## config.mk

```make
export PLATFORM = sky130hd
export DESIGN_NAME = hdmi_link_manager
export DESIGN_NICKNAME = d
export VERILOG_FILES = /design/src/rtl/hdmi_link_manager.sv
export SDC_FILE = /design/constraint.sdc
export NUM_CORES = 1
export LEC_CHECK = 0
export ABC_AREA = 1
export CAP_MARGIN = 10
export CORE_MARGIN = 1.5
export CORE_UTILIZATION = 30
export CTS_BUF_LIST = sky130_fd_sc_hd__clkbuf_8
export CTS_CLUSTER_SIZE = 10
export DETAILED_ROUTE_END_ITERATION = 16
export SYNTH_ARGS = -nofsm -noshare
export SYNTH_HDL_FRONTEND = slang
export SYNTH_SLANG_ARGS = --single-unit
```

## constraint.sdc

```tcl
create_clock -name system_clock -period 2.6 [get_ports system_clock]
set_clock_uncertainty 0.1 [all_clocks]
set_input_delay 0.26 -clock system_clock [delete_from_list [all_inputs] [get_ports system_clock]]
set_output_delay 0.26 -clock system_clock [all_outputs]
set_load 0.005 [all_outputs]
```

## src/rtl/hdmi_link_manager.sv

```systemverilog
// HDMI link bring-up and supervision: HPD debounce, retimer programming, SCDC
// negotiation for the selected TMDS clock, scrambler status polling and bounded re-training.
module hdmi_link_manager #(
  parameter logic [6:0] SCDC_ADDRESS         = 7'h54,
  parameter logic [6:0] RETIMER_ADDRESS      = 7'h5E,
  parameter bit         RETIMER_ENABLE       = 1'b1,
  parameter int         HPD_DEBOUNCE_CYCLES  = 1_000_000,
  parameter int         RETRY_DELAY_CYCLES   = 10_000_000,
  parameter int         POLL_INTERVAL_CYCLES = 25_000_000,
  parameter int         MAX_RETRIES          = 3
) (
  input  logic        system_clock,
  input  logic        system_reset,
  input  logic        hpd,
  input  logic [31:0] tmds_clock_frequency,
  input  logic        mode_change,
  output logic        i2c_ready,
  output logic [6:0]  i2c_address,
  output logic        i2c_rw,
  output logic [7:0]  i2c_register,
  output logic [7:0]  i2c_data_write,
  input  logic        i2c_valid,
  input  logic        i2c_nack,
  input  logic [7:0]  i2c_data_read,
  output logic        scrambler_enable,
  output logic        tmds_bit_clock_ratio,
  output logic        sink_hdmi_2_0,
  output logic        run,
  output logic        fail,
  output logic [3:0]  retry_count
);

  typedef enum logic [3:0] {
    S_IDLE, S_DEBOUNCE, S_DELAY, S_CFG_RETIMER, S_SRC_VERSION,
    S_TMDS_CFG, S_RUN, S_POLL, S_FAIL
  } state_t;

  typedef struct packed {
    logic [6:0] addr;
    logic       rw;
    logic [7:0] reg_addr;
    logic [7:0] data;
  } cmd_t;

  localparam logic [31:0] DEBOUNCE_LOAD = 32'(HPD_DEBOUNCE_CYCLES - 1);
  localparam logic [31:0] DELAY_LOAD    = 32'(RETRY_DELAY_CYCLES - 1);
  localparam logic [31:0] POLL_LOAD     = 32'(POLL_INTERVAL_CYCLES - 1);
  localparam logic [3:0]  RETRY_LIMIT   = 4'(MAX_RETRIES);
  localparam logic [31:0] OVER340_HZ    = 32'd340_000_000;

  function automatic cmd_t retimer_cmd(input logic [3:0] idx);
    logic [7:0] value;
    case (idx)
      4'd0:    value = 8'h0C;
      4'd1:    value = 8'h0F;
      4'd2:    value = 8'h00;
      4'd3:    value = 8'h30;
      4'd4:    value = 8'h03;
      4'd5:    value = 8'h30;
      4'd6:    value = 8'h03;
      4'd7:    value = 8'h0F;
      4'd8:    value = 8'hAA;
      default: value = 8'h00;
    endcase
    return '{addr: RETIMER_ADDRESS, rw: 1'b0, reg_addr: 8'h0A + {4'b0, idx}, data: value};
  endfunction

  function automatic cmd_t scdc_write(input logic [7:0] reg_addr, input logic [7:0] value);
    return '{addr: SCDC_ADDRESS, rw: 1'b0, reg_addr: reg_addr, data: value};
  endfunction

  function automatic cmd_t scdc_read(input logic [7:0] reg_addr);
    return '{addr: SCDC_ADDRESS, rw: 1'b1, reg_addr: reg_addr, data: 8'h00};
  endfunction

  state_t      state;
  cmd_t        command;
  logic [31:0] counter;
  logic [3:0]  retimer_index;
  logic [3:0]  retry_next;
  logic        over340_now;
  logic        attempt_failed;
  logic        unused_read_bits;

  assign i2c_address      = command.addr;
  assign i2c_rw           = command.rw;
  assign i2c_register     = command.reg_addr;
  assign i2c_data_write   = command.data;
  assign retry_next       = retry_count + 4'd1;
  assign over340_now      = tmds_clock_frequency > OVER340_HZ;
  assign unused_read_bits = ^i2c_data_read[7:1];

  // scrambler_enable doubles as the latched over-340 MHz flag
  always_comb begin
    attempt_failed = 1'b0;
    if (i2c_valid) begin
      case (state)
        S_CFG_RETIMER, S_TMDS_CFG: attempt_failed = i2c_nack;
        S_SRC_VERSION:             attempt_failed = i2c_nack && scrambler_enable;
        S_POLL:                    attempt_failed = i2c_nack || !i2c_data_read[0];
        default:                   attempt_failed = 1'b0;
      endcase
    end
  end

  always_ff @(posedge system_clock) begin
    if (system_reset) begin
      state                <= S_IDLE;
      command              <= '0;
      counter              <= '0;
      retimer_index        <= '0;
      i2c_ready            <= 1'b0;
      scrambler_enable     <= 1'b0;
      tmds_bit_clock_ratio <= 1'b0;
      sink_hdmi_2_0        <= 1'b0;
      run                  <= 1'b0;
      fail                 <= 1'b0;
      retry_count          <= '0;
    end else if (state != S_IDLE && !hpd) begin
      state         <= S_IDLE;
      i2c_ready     <= 1'b0;
      run           <= 1'b0;
      fail          <= 1'b0;
      sink_hdmi_2_0 <= 1'b0;
    end else if (state != S_IDLE && mode_change) begin
      state                <= S_DELAY;
      counter              <= DELAY_LOAD;
      retry_count          <= '0;
      scrambler_enable     <= over340_now;
      tmds_bit_clock_ratio <= over340_now;
      i2c_ready            <= 1'b0;
      run                  <= 1'b0;
      fail                 <= 1'b0;
    end else if (attempt_failed) begin
      retry_count <= retry_next;
      i2c_ready   <= 1'b0;
      run         <= 1'b0;
      if (state == S_SRC_VERSION) sink_hdmi_2_0 <= 1'b0;
      if (retry_next >= RETRY_LIMIT) begin
        state <= S_FAIL;
        fail  <= 1'b1;
      end else begin
        state   <= S_DELAY;
        counter <= DELAY_LOAD;
      end
    end else begin
      case (state)
        S_IDLE: if (hpd) begin
          state       <= S_DEBOUNCE;
          counter     <= DEBOUNCE_LOAD;
          retry_count <= '0;
        end
        S_DEBOUNCE: if (counter == '0) begin
          scrambler_enable     <= over340_now;
          tmds_bit_clock_ratio <= over340_now;
          state                <= S_DELAY;
          counter              <= DELAY_LOAD;
        end else counter <= counter - 32'd1;
        S_DELAY: if (counter == '0) begin
          i2c_ready <= 1'b1;
          if (RETIMER_ENABLE) begin
            state         <= S_CFG_RETIMER;
            retimer_index <= '0;
            command       <= retimer_cmd(4'd0);
          end else begin
            state   <= S_SRC_VERSION;
            command <= scdc_write(8'h02, 8'h01);
          end
        end else counter <= counter - 32'd1;
        S_CFG_RETIMER: if (i2c_valid) begin
          if (retimer_index == 4'd8) begin
            state   <= S_SRC_VERSION;
            command <= scdc_write(8'h02, 8'h01);
          end else begin
            retimer_index <= retimer_index + 4'd1;
            command       <= retimer_cmd(retimer_index + 4'd1);
          end
        end
        S_SRC_VERSION: if (i2c_valid) begin
          if (!i2c_nack) begin
            sink_hdmi_2_0 <= 1'b1;
            state         <= S_TMDS_CFG;
            command       <= scdc_write(8'h20, {6'b0, tmds_bit_clock_ratio, scrambler_enable});
          end else begin
            // sink without SCDC is still usable below 340 MHz
            sink_hdmi_2_0 <= 1'b0;
            state         <= S_RUN;
            counter       <= POLL_LOAD;
            i2c_ready     <= 1'b0;
            run           <= 1'b1;
            retry_count   <= '0;
          end
        end
        S_TMDS_CFG: if (i2c_valid) begin
          state       <= S_RUN;
          counter     <= POLL_LOAD;
          i2c_ready   <= 1'b0;
          run         <= 1'b1;
          retry_count <= '0;
        end
        S_RUN: if (sink_hdmi_2_0 && scrambler_enable) begin
          if (counter == '0) begin
            state     <= S_POLL;
            i2c_ready <= 1'b1;
            command   <= scdc_read(8'h21);
          end else counter <= counter - 32'd1;
        end
        S_POLL: if (i2c_valid) begin
          state     <= S_RUN;
          counter   <= POLL_LOAD;
          i2c_ready <= 1'b0;
        end
        S_FAIL: ;
        default: state <= S_IDLE;
      endcase
    end
  end

endmodule
```

* After elaboration in Yosys (flattened, before gate mapping) *
Memories as Yosys holds them, arrays and structs flattened.
Index checks and enable logic that the tools add are counted.

word-level totals
  flip-flop bits (word level) = 73
  memory bits (read-only) = 112
  bits of input ports = 46
  output and inout bits = 34
  memories = 1

memories
  memory            depth  bits a word  rd ports  clocked after memory_dff  wr ports  line  source
  (name not given)  16     7            1         0                         0         53    case (idx)

operators by class
  add/sub/neg operators = 4
  order comparisons = 2
  equal/unequal tests = 43
  mux-type cells = 65
  bitwise operators = 3
  reduce and logical (&&, ||, !) cells = 35

operators by type and width
  operator                 number
  $mux W32                 10
  $pmux W32 S6             1
  $mux W24                 6
  $pmux W24 S4             1
  $mux W4                  20
  $ne A4 B4 Y1 const B     10
  $gt A32 B29 Y1 const B   1
  $logic_not A32 Y1        1
  $pmux W4 S8              1
  $sub A32 B1 Y32 const B  1
  $ne A3 B3 Y1 const B     10
  $reduce_and A10 Y1       3
  $mux W21                 1
  $ne A2 B2 Y1 const B     10
  $mux W1                  18
  $eq A4 B3 Y1 const B     4
  $pmux W4 S3              1
  $reduce_bool A4 Y1       3
  $reduce_bool A2 Y1       5
  $add A4 B1 Y4 const B    2
  $eq A4 B2 Y1 const B     2
  $eq A4 B4 Y1 const B     2
  $pmux W4 S2              1
  $reduce_and A4 Y1        2
  26 further kinds         36

* Logic depth before layout (Yosys ltp) *
Gate-level depths: netlist (run 1).

  depth in word-level cells = 6
  depth in mapped cells = 15
  depth with buffers taken out = 15

* Worst setup path after synthesis (run 1) *
Ideal clock, no wire load.

  path kind = register -> register
  start = register counter[0]
  end = register counter[10]
  library setup time = 0.070 ns
  data arrival time = 1.795 ns
  required time = 2.430 ns
  path slack = 0.635 ns
  cell stages (with the launch flop) = 15
  path buffers = 2
  clock period less this slack = 1.965 ns
  path through = dfxtp_1 -> inv_1 -> ha_1 -> inv_1 -> nor2_1 -> nand4_1 -> nor2_4 -> nand3_1 -> nand2_2 -> nand2_4 -> nand3_2 -> buf_6 -> buf_6 -> nand2_1 -> a21oi_1

on the way
  word-level cells in the longest chain between the ends = 6

ends and longest elaborated chain
  element                                                      line      source
  from (decl)                                                  78        logic [31:0] counter;
  from (signal assigned)                                       158       end else counter <= counter - 32'd1;
  from (signal assigned)                                       169       end else counter <= counter - 32'd1;
  from (signal assigned)                                       206       end else counter <= counter - 32'd1;
  $sub A32 B1 Y32 / $logic_not A32 Y1 (equally long branches)  -
  $mux W32                                                     159, 202
  $mux W32                                                     201       S_RUN: if (sink_hdmi_2_0 && scrambler_enable) begin
  $pmux W32 S6 (*)                                             147       case (state)
  $mux W32 (*)                                                 134       end else if (attempt_failed) begin
  $mux W32 (*)                                                 125       end else if (state != S_IDLE && mode_change) begin

Every way passes the cells marked *; elsewhere a longest branch is shown, timed or not. The select of a mux whose other input is x is not followed.
A chain may end at the register's enable or synchronous reset.

* Final worst setup path (run 1) *
  start = register counter[0]
  end = register counter[14]

The elaborated chain is that of the path after synthesis.

==> results of run 1 <==
-- state kept, by name, indices dropped and copies added, names as in the netlist, 2 cells and up --
register	cells
counter	32
i2c_address	2
i2c_data_write	7
i2c_register	6
retimer_index	4
retry_count	4
state	4
-- worst max-delay path: stages, from the launching register on --
cell and delay [ns]:
dfxtp_1 0.33, inv_1 0.07, ha_1 0.24, nand2_1 0.13, nor2_1 0.14, nand2_1 0.09, nor2_2 0.24, o21ai_0 0.17
nand2_1 0.21, buf_4 0.21, nor2_1 0.05, nor3_1 0.18, nor2_1 0.05
-- logic make-up (layout without fill, tap and decap cells) --
kind of cell	count (synthesis)	in the layout
and+or+nand+nor	452	453
muxes	1	1
DFF	65	65
other	1	5
buffers and inverters	107	180
xor gates and xnor gates	17	17
AOI/OAI and AO/OA	115	115
adders and majority gates	9	9
-- power by group through the flow --
stage               clock network [uW]  registers (uW)  logic (uW)
global placement                     0            1540        3190
finish                             918            1520        3230
CTS                                947            1520        3200
detailed placement                   0            1540        3180
global route                       982            1560        3680
floorplan                            0            1470        2350
-- Yosys cell counts, types with 5 or more instances --
cell | number | area (sq um)
o21bai_1 | 5 | 37.5
a21oi_1 | 60 | 300
o21ai_0 | 36 | 180
nand2_1 | 210 | 788
nor2_2 | 5 | 31.3
nand2_2 | 8 | 50.1
nor3_1 | 14 | 70.1
clkbuf_1 | 8 | 30.0
buf_6 | 5 | 56.3
nor2_4 | 5 | 56.3
inv_2 | 7 | 26.3
xor2_1 | 12 | 105
inv_1 | 72 | 270
nand4_1 | 11 | 68.8
buf_4 | 9 | 67.6
nor2_1 | 138 | 518
xnor2_1 | 5 | 43.8
dfxtp_1 | 65 | 1300
ha_1 | 9 | 113
nand3_1 | 41 | 205
-- metal layers --
| metal | vias to the layer above | share of wire [%] |
|---|---|---|
| li1 | 2586 | - |
| met3 | 17 | 4.3 |
| met5 | - | 0 |
| met1 | 2215 | 46 |
| met2 | 107 | 48 |
| met4 | 0 | 1.8 |
-- how the worst max path moves through the flow --
| stage | start | cells after the start | endpoint |
|---|---|---|---|
| after CTS | state[0] | 13 | counter[26] |
| after floorplan | counter[0] | 14 | counter[10] |
| after global routing | counter[0] | 12 | i2c_register[2] |
| after global placement | i2c_valid | 12 | counter[26] |
| final | counter[0] | 12 | counter[14] |
| after detailed placement | i2c_valid | 12 | counter[26] |
-- cell type report --
class / count / area (sq um) / area share [%]
Multi-Input combinational cell: 600 / 2900 / 50.4
Sequential cell: 65 / 1300 / 22.6
Timing Repair Buffer: 83 / 803 / 14.0
Inverter: 81 / 309 / 5.37
Tap cell: 188 / 235 / 4.09
Clock buffer: 10 / 138 / 2.39
Clock inverter: 6 / 67.6 / 1.17
-- through the flow --
step / hold slack [ns] / std cells / setup slack (ns)
2_1_floorplan: 0.327 / 771 / 0.635
5_1_grt: 0.385 / 1033 / 0.0324
3_3_place_gp: 0.349 / 1016 / 0.107
3_5_place_dp: 0.348 / 1016 / 0.107
6_report: 0.364 / 1033 / 0.274
4_1_cts: 0.370 / 1032 / 0.124
==> summary.txt, run 1 <==
Detailed routing
  – DRT antenna net count: 0
  – Residual DRC: 0
  – Vias: 4925
  – Total iterations of the first detailed-routing run: 6
  – Final wirelength: 13600 um
  – Via/cell ratio: 4.77
  – Avg WL per Cell: 13.2 um
  – Initial DRC count: 359

Flow run
  – Max_cap viols: 0

Final layout
  – Share of cells above drive strength 1: 8.64%
  – Fillcell total: 1675
  – Area Overhead vs Synth: 23.5%
  – ANT cells: 0
  – Post-route cell area: 0.00575 sq mm
  – Core Util, Final: 37.8%
  – Final nets: 895
  – Commonest non-fill, non-tap cell in the layout: nand2_1
  – Most frequent cells in the layout: 210 x nand2_1, 138 x nor2_1, 73 x inv_1

CTS
  – Reg clk slew, reported paths: 0.08 ns
  – Post_cts resized: 0
  – CTS root buf: clkbuf_8
  – Num CTS Buffers: 9
  – Post-CTS Hold Buffers: 0
  – Post-CTS Setup Bufs: 0
  – TritonCTS clock tree: done
  – Clk buf depth: 2
  – Clk_lat worst skew: 0.36 ns
  – Clock Sinks: 65
  – # H-tree levels: 3

Timing
  – Final hold violation count: 0
  – Least-Margin Pin Slew: 0.735 ns
  – Unrepaired setup endpoints after global routing: no
  – Maximum clock rate: 0.430 GHz
  – Final TNS setup: 0 ns
  – Final worst-path cycle share: 89.5%
  – Slew Viols, Final: 0
  – Final number of setup-violating endpoints: 0
  – Crit path time final: 2.33 ns
  – Slew headroom: 50.9%

Power and ir drop
  – Pleak: 0.00247 uW
  – Part of the power in the clock network: 16.2%
  – Cell Int Power: 2930 uW
  – VDD IR max: 0.374 mV
  – Part of the power in registers: 26.8%
  – Net Sw Power: 2750 uW
  – Cell area power density: 987 mW/mm^2
  – Tot Pwr: 5670 uW
  – Comb power frac: 57.0%
  – Switching Fraction: 48.4%

Yosys
  – Xor/xnor share of the synthesized area: 3.20%
  – Largest family of logic cells by synthesized area: simple AND/OR/NAND/NOR gates
  – Top_reg_cell synth: dfxtp_1
  – Post-Synth Simple-Gate Area: 42.5%
  – Post-synth EDFFs: 0
  – Synth async-reset ratio: 0%
  – Mapped cell area: 0.00465 sq mm
  – Compound-cell area share of the yosys netlist: 13.2%
  – Post-synthesis share of cell area spent on full adders, half adders and majority gates: 2.42%
  – Synth Register Bits: 65
  – Multiplexer area fraction after synthesis: 0.215%
  – Seq/Total Area, Yosys: 28.0%
  – YS warnings: 0
  – Synthesized area per cell: 6.07 sq um
  – Cells after Synth: 767
  – Synth cell types: 41

Global route
  – Vias in the first global route: 4552
  – Initial antenna violation count: 0
  – GR Overflow Total: 0
  – Met2 Use GR: 29.5%
  – Global-route wire length before repair: 22400 um
  – Largest net degree at the start of global routing: 40
  – Global-route usage over all layers: 17.1%
  – GRT busiest layer: met2
  – GR Util met1: 21.4%
  – Met3 Use GR: 3.06%

Worst setup path
  – CP Class: register to register
  – CP Max Fanout: 8
  – R2R depth: 12
  – Worst flop-to-flop path startpoint: counter[0]
  – Startpoint Class: register
  – R2R setup slack: 0.27 ns
  – FF-to-FF End: counter[14]
  – Crit end category: register
  – Worst endpoint required time: 2.75 ns
  – CP arrival: 2.48 ns

Die
  – Die Width: 128 um
  – Starting Density: 30.6%
  – Rows: 45
  – Total die area: 0.0163 sq mm
  – Core region area: 0.0152 sq mm
  – Io pins: 80
  – Die height: 128 um

Placed design
  – # port buffers: 67
  – Placer Congestion: 0.933
  – Post-DP HPWL: 10300 um
  – Placement Cell Area: 0.00553 sq mm

Min path
  – HP Class: register to register
  – Worst Hold End: fail
  – Hold Crit Depth: 2
  – Hold Crit Start: fail

Run status
  – Status: completed
No activity file was read; power rests on OpenSTA's default activity.
==> run 2: changes to the inputs <==
==> constraint.sdc (replaced) <==
create_clock -name system_clock -period 2.6 [get_ports system_clock]
set_clock_uncertainty 0.1 [all_clocks]
set_input_delay 0.52 -clock system_clock [delete_from_list [all_inputs] [get_ports system_clock]]
set_output_delay 0.52 -clock system_clock [all_outputs]
set_load 0.005 [all_outputs]
==> summary.txt, run 2 (synthesized netlist as in run 1, its figures left out) <==
Worst setup path
  – Worst-path cell chain: inv_1, ha_1, inv_1, nor2_1, nand4_1, nor2_4, nand2_1, nor2_1, nor2_1, o21ai_0, nand2_1, a21oi_1
  – Worst path slowest cell: dfxtp_1
  – CP arrival: 2.45 ns
  – Worst endpoint required time: 2.78 ns
  – Cell mode on critical path: nor2_1
  – CP Max Fanout: 5
  – CP Class: register to register
  – Crit end category: register
  – CP peak stage delay: 0.33 ns
  – Startpoint Class: register

Timing
  – Slew headroom: 55.7%
  – Final number of setup-violating endpoints: 0
  – Crit path time final: 2.27 ns
  – Least-Margin Pin Slew: 0.663 ns
  – Slew Viols, Final: 0
  – Hold WS: 0.355 ns
  – Final hold violation count: 0
  – Maximum clock rate: 0.441 GHz
  – Unrepaired setup endpoints after global routing: no
  – Final TNS setup: 0 ns
  – Final worst-path cycle share: 87.3%

Power and ir drop
  – VDD IR max: 0.380 mV
  – Part of the power in registers: 26.7%
  – Tot Pwr: 5680 uW
  – Comb power frac: 58.4%
  – Switching Fraction: 47.9%
  – Cell area power density: 987 mW/mm^2
  – Cell Int Power: 2960 uW
  – Net Sw Power: 2730 uW
  – Part of the power in the clock network: 14.9%
  – Pleak: 0.00249 uW

CTS
  – Post-CTS Hold Buffers: 0
  – Post_cts resized: 0
  – # H-tree levels: 3
  – Clock Sinks: 65
  – Clk buf depth: 2
  – Post-CTS Setup Bufs: 0
  – Reg clk slew, reported paths: 0.07 ns
  – TritonCTS clock tree: done
  – CTS root buf: clkbuf_8
  – Num CTS Buffers: 9
  – Clk_lat worst skew: 0.36 ns

Final layout
  – Share of cells above drive strength 1: 8.64%
  – Max reg flops: 32
  – Core Util, Final: 37.9%
  – Final nets: 896
  – Post-route cell area: 0.00576 sq mm
  – Commonest non-fill, non-tap cell in the layout: nand2_1
  – Area Overhead vs Synth: 23.7%
  – Largest register by flop count: counter
  – Most frequent cells in the layout: 210 x nand2_1, 138 x nor2_1, 73 x inv_1
  – Flip-flop and latch area: 0.00130 sq mm
  – ANT cells: 0
  – Fillcell total: 1704
  – Area of the multi-input gates: 0.00289 sq mm

Placed design
  – # port buffers: 67
  – Post-DP HPWL: 10600 um
  – Placement Cell Area: 0.00557 sq mm
  – Placer Congestion: 0.937

Global route
  – Initial antenna violation count: 0
  – Global-route wire length before repair: 22500 um
  – GR Overflow Total: 0
  – Largest net degree at the start of global routing: 34
  – Vias in the first global route: 4540
  – Global-route usage over all layers: 17.3%

Detailed routing
  – Initial DRC count: 299
  – Avg WL per Cell: 13.1 um
  – Vias: 4907
  – Via/cell ratio: 4.75
  – Total iterations of the first detailed-routing run: 4
  – Residual DRC: 0
  – Final wirelength: 13600 um
  – DRT antenna net count: 0

Die
  – Starting Density: 30.6%
  – Total die area: 0.0163 sq mm
  – Io pins: 80
  – Die height: 128 um
  – Die Width: 128 um
  – Rows: 45
  – Core region area: 0.0152 sq mm

Run status
  – Status: completed

Min path
  – HP Class: register to register

Flow run
  – Max_cap viols: 0
run 2: stage by stage:
| stage | worst slack, ns | cells |
|---|---|---|
| finish | 0.331 | 1033 |
| global route | 0.0911 | 1033 |
| CTS | 0.324 | 1033 |
| detailed placement | 0.0778 | 1018 |
| global placement | 0.0555 | 1018 |
| floorplan | 0.635 | 771 |
run 2: path summary, 6_finish.rpt:
| path | start | to | slack [ns] | cells after the start |
|---|---|---|---|---|
| hold reg to reg | fail | fail | 0.35 | 2 |
| setup / recovery | counter[0] | counter[10] | 0.33 | 12 |
| setup reg to reg | counter[0] | counter[10] | 0.33 | 12 |
| hold / removal | fail | fail | 0.35 | 2 |
run 2: power groups by stage:
stage / Clock, uW / Combinational, uW / Sequential [uW]
3_3_place_gp: 0 / 3280 / 1530
2_1_floorplan: 0 / 2350 / 1470
4_1_cts: 877 / 3310 / 1510
5_1_grt: 928 / 3740 / 1560
6_report: 849 / 3320 / 1520
3_5_place_dp: 0 / 3290 / 1540
run 2: cell type report:
class | count | share of cell area [%]
Clock buffer | 9 | 2.15
Clock inverter | 6 | 1.06
Inverter | 81 | 5.37
Multi-Input combinational cell | 599 | 50.1
Sequential cell | 65 | 22.6
Tap cell | 188 | 4.08
Timing Repair Buffer | 85 | 14.6
run 2: metal layers:
layer  part of all wire, %  wire (um)  vias up  global-route usage, %
met5                     0          0        -                      0
met4                   1.7        232        0                   5.61
met3                   3.7        504       19                   2.89
met2                    48       6510      106                   29.0
met1                    47       6310     2190                   22.6
li1                      -          -     2592                      -
run 2: critical path: cells and delay by family (launching register included):
family	cells	cell delay, ns
flops	1	0.33
buf+inv	2	0.16
simple gates	7	1.17
fa+ha+maj	1	0.23
compound gates	2	0.21
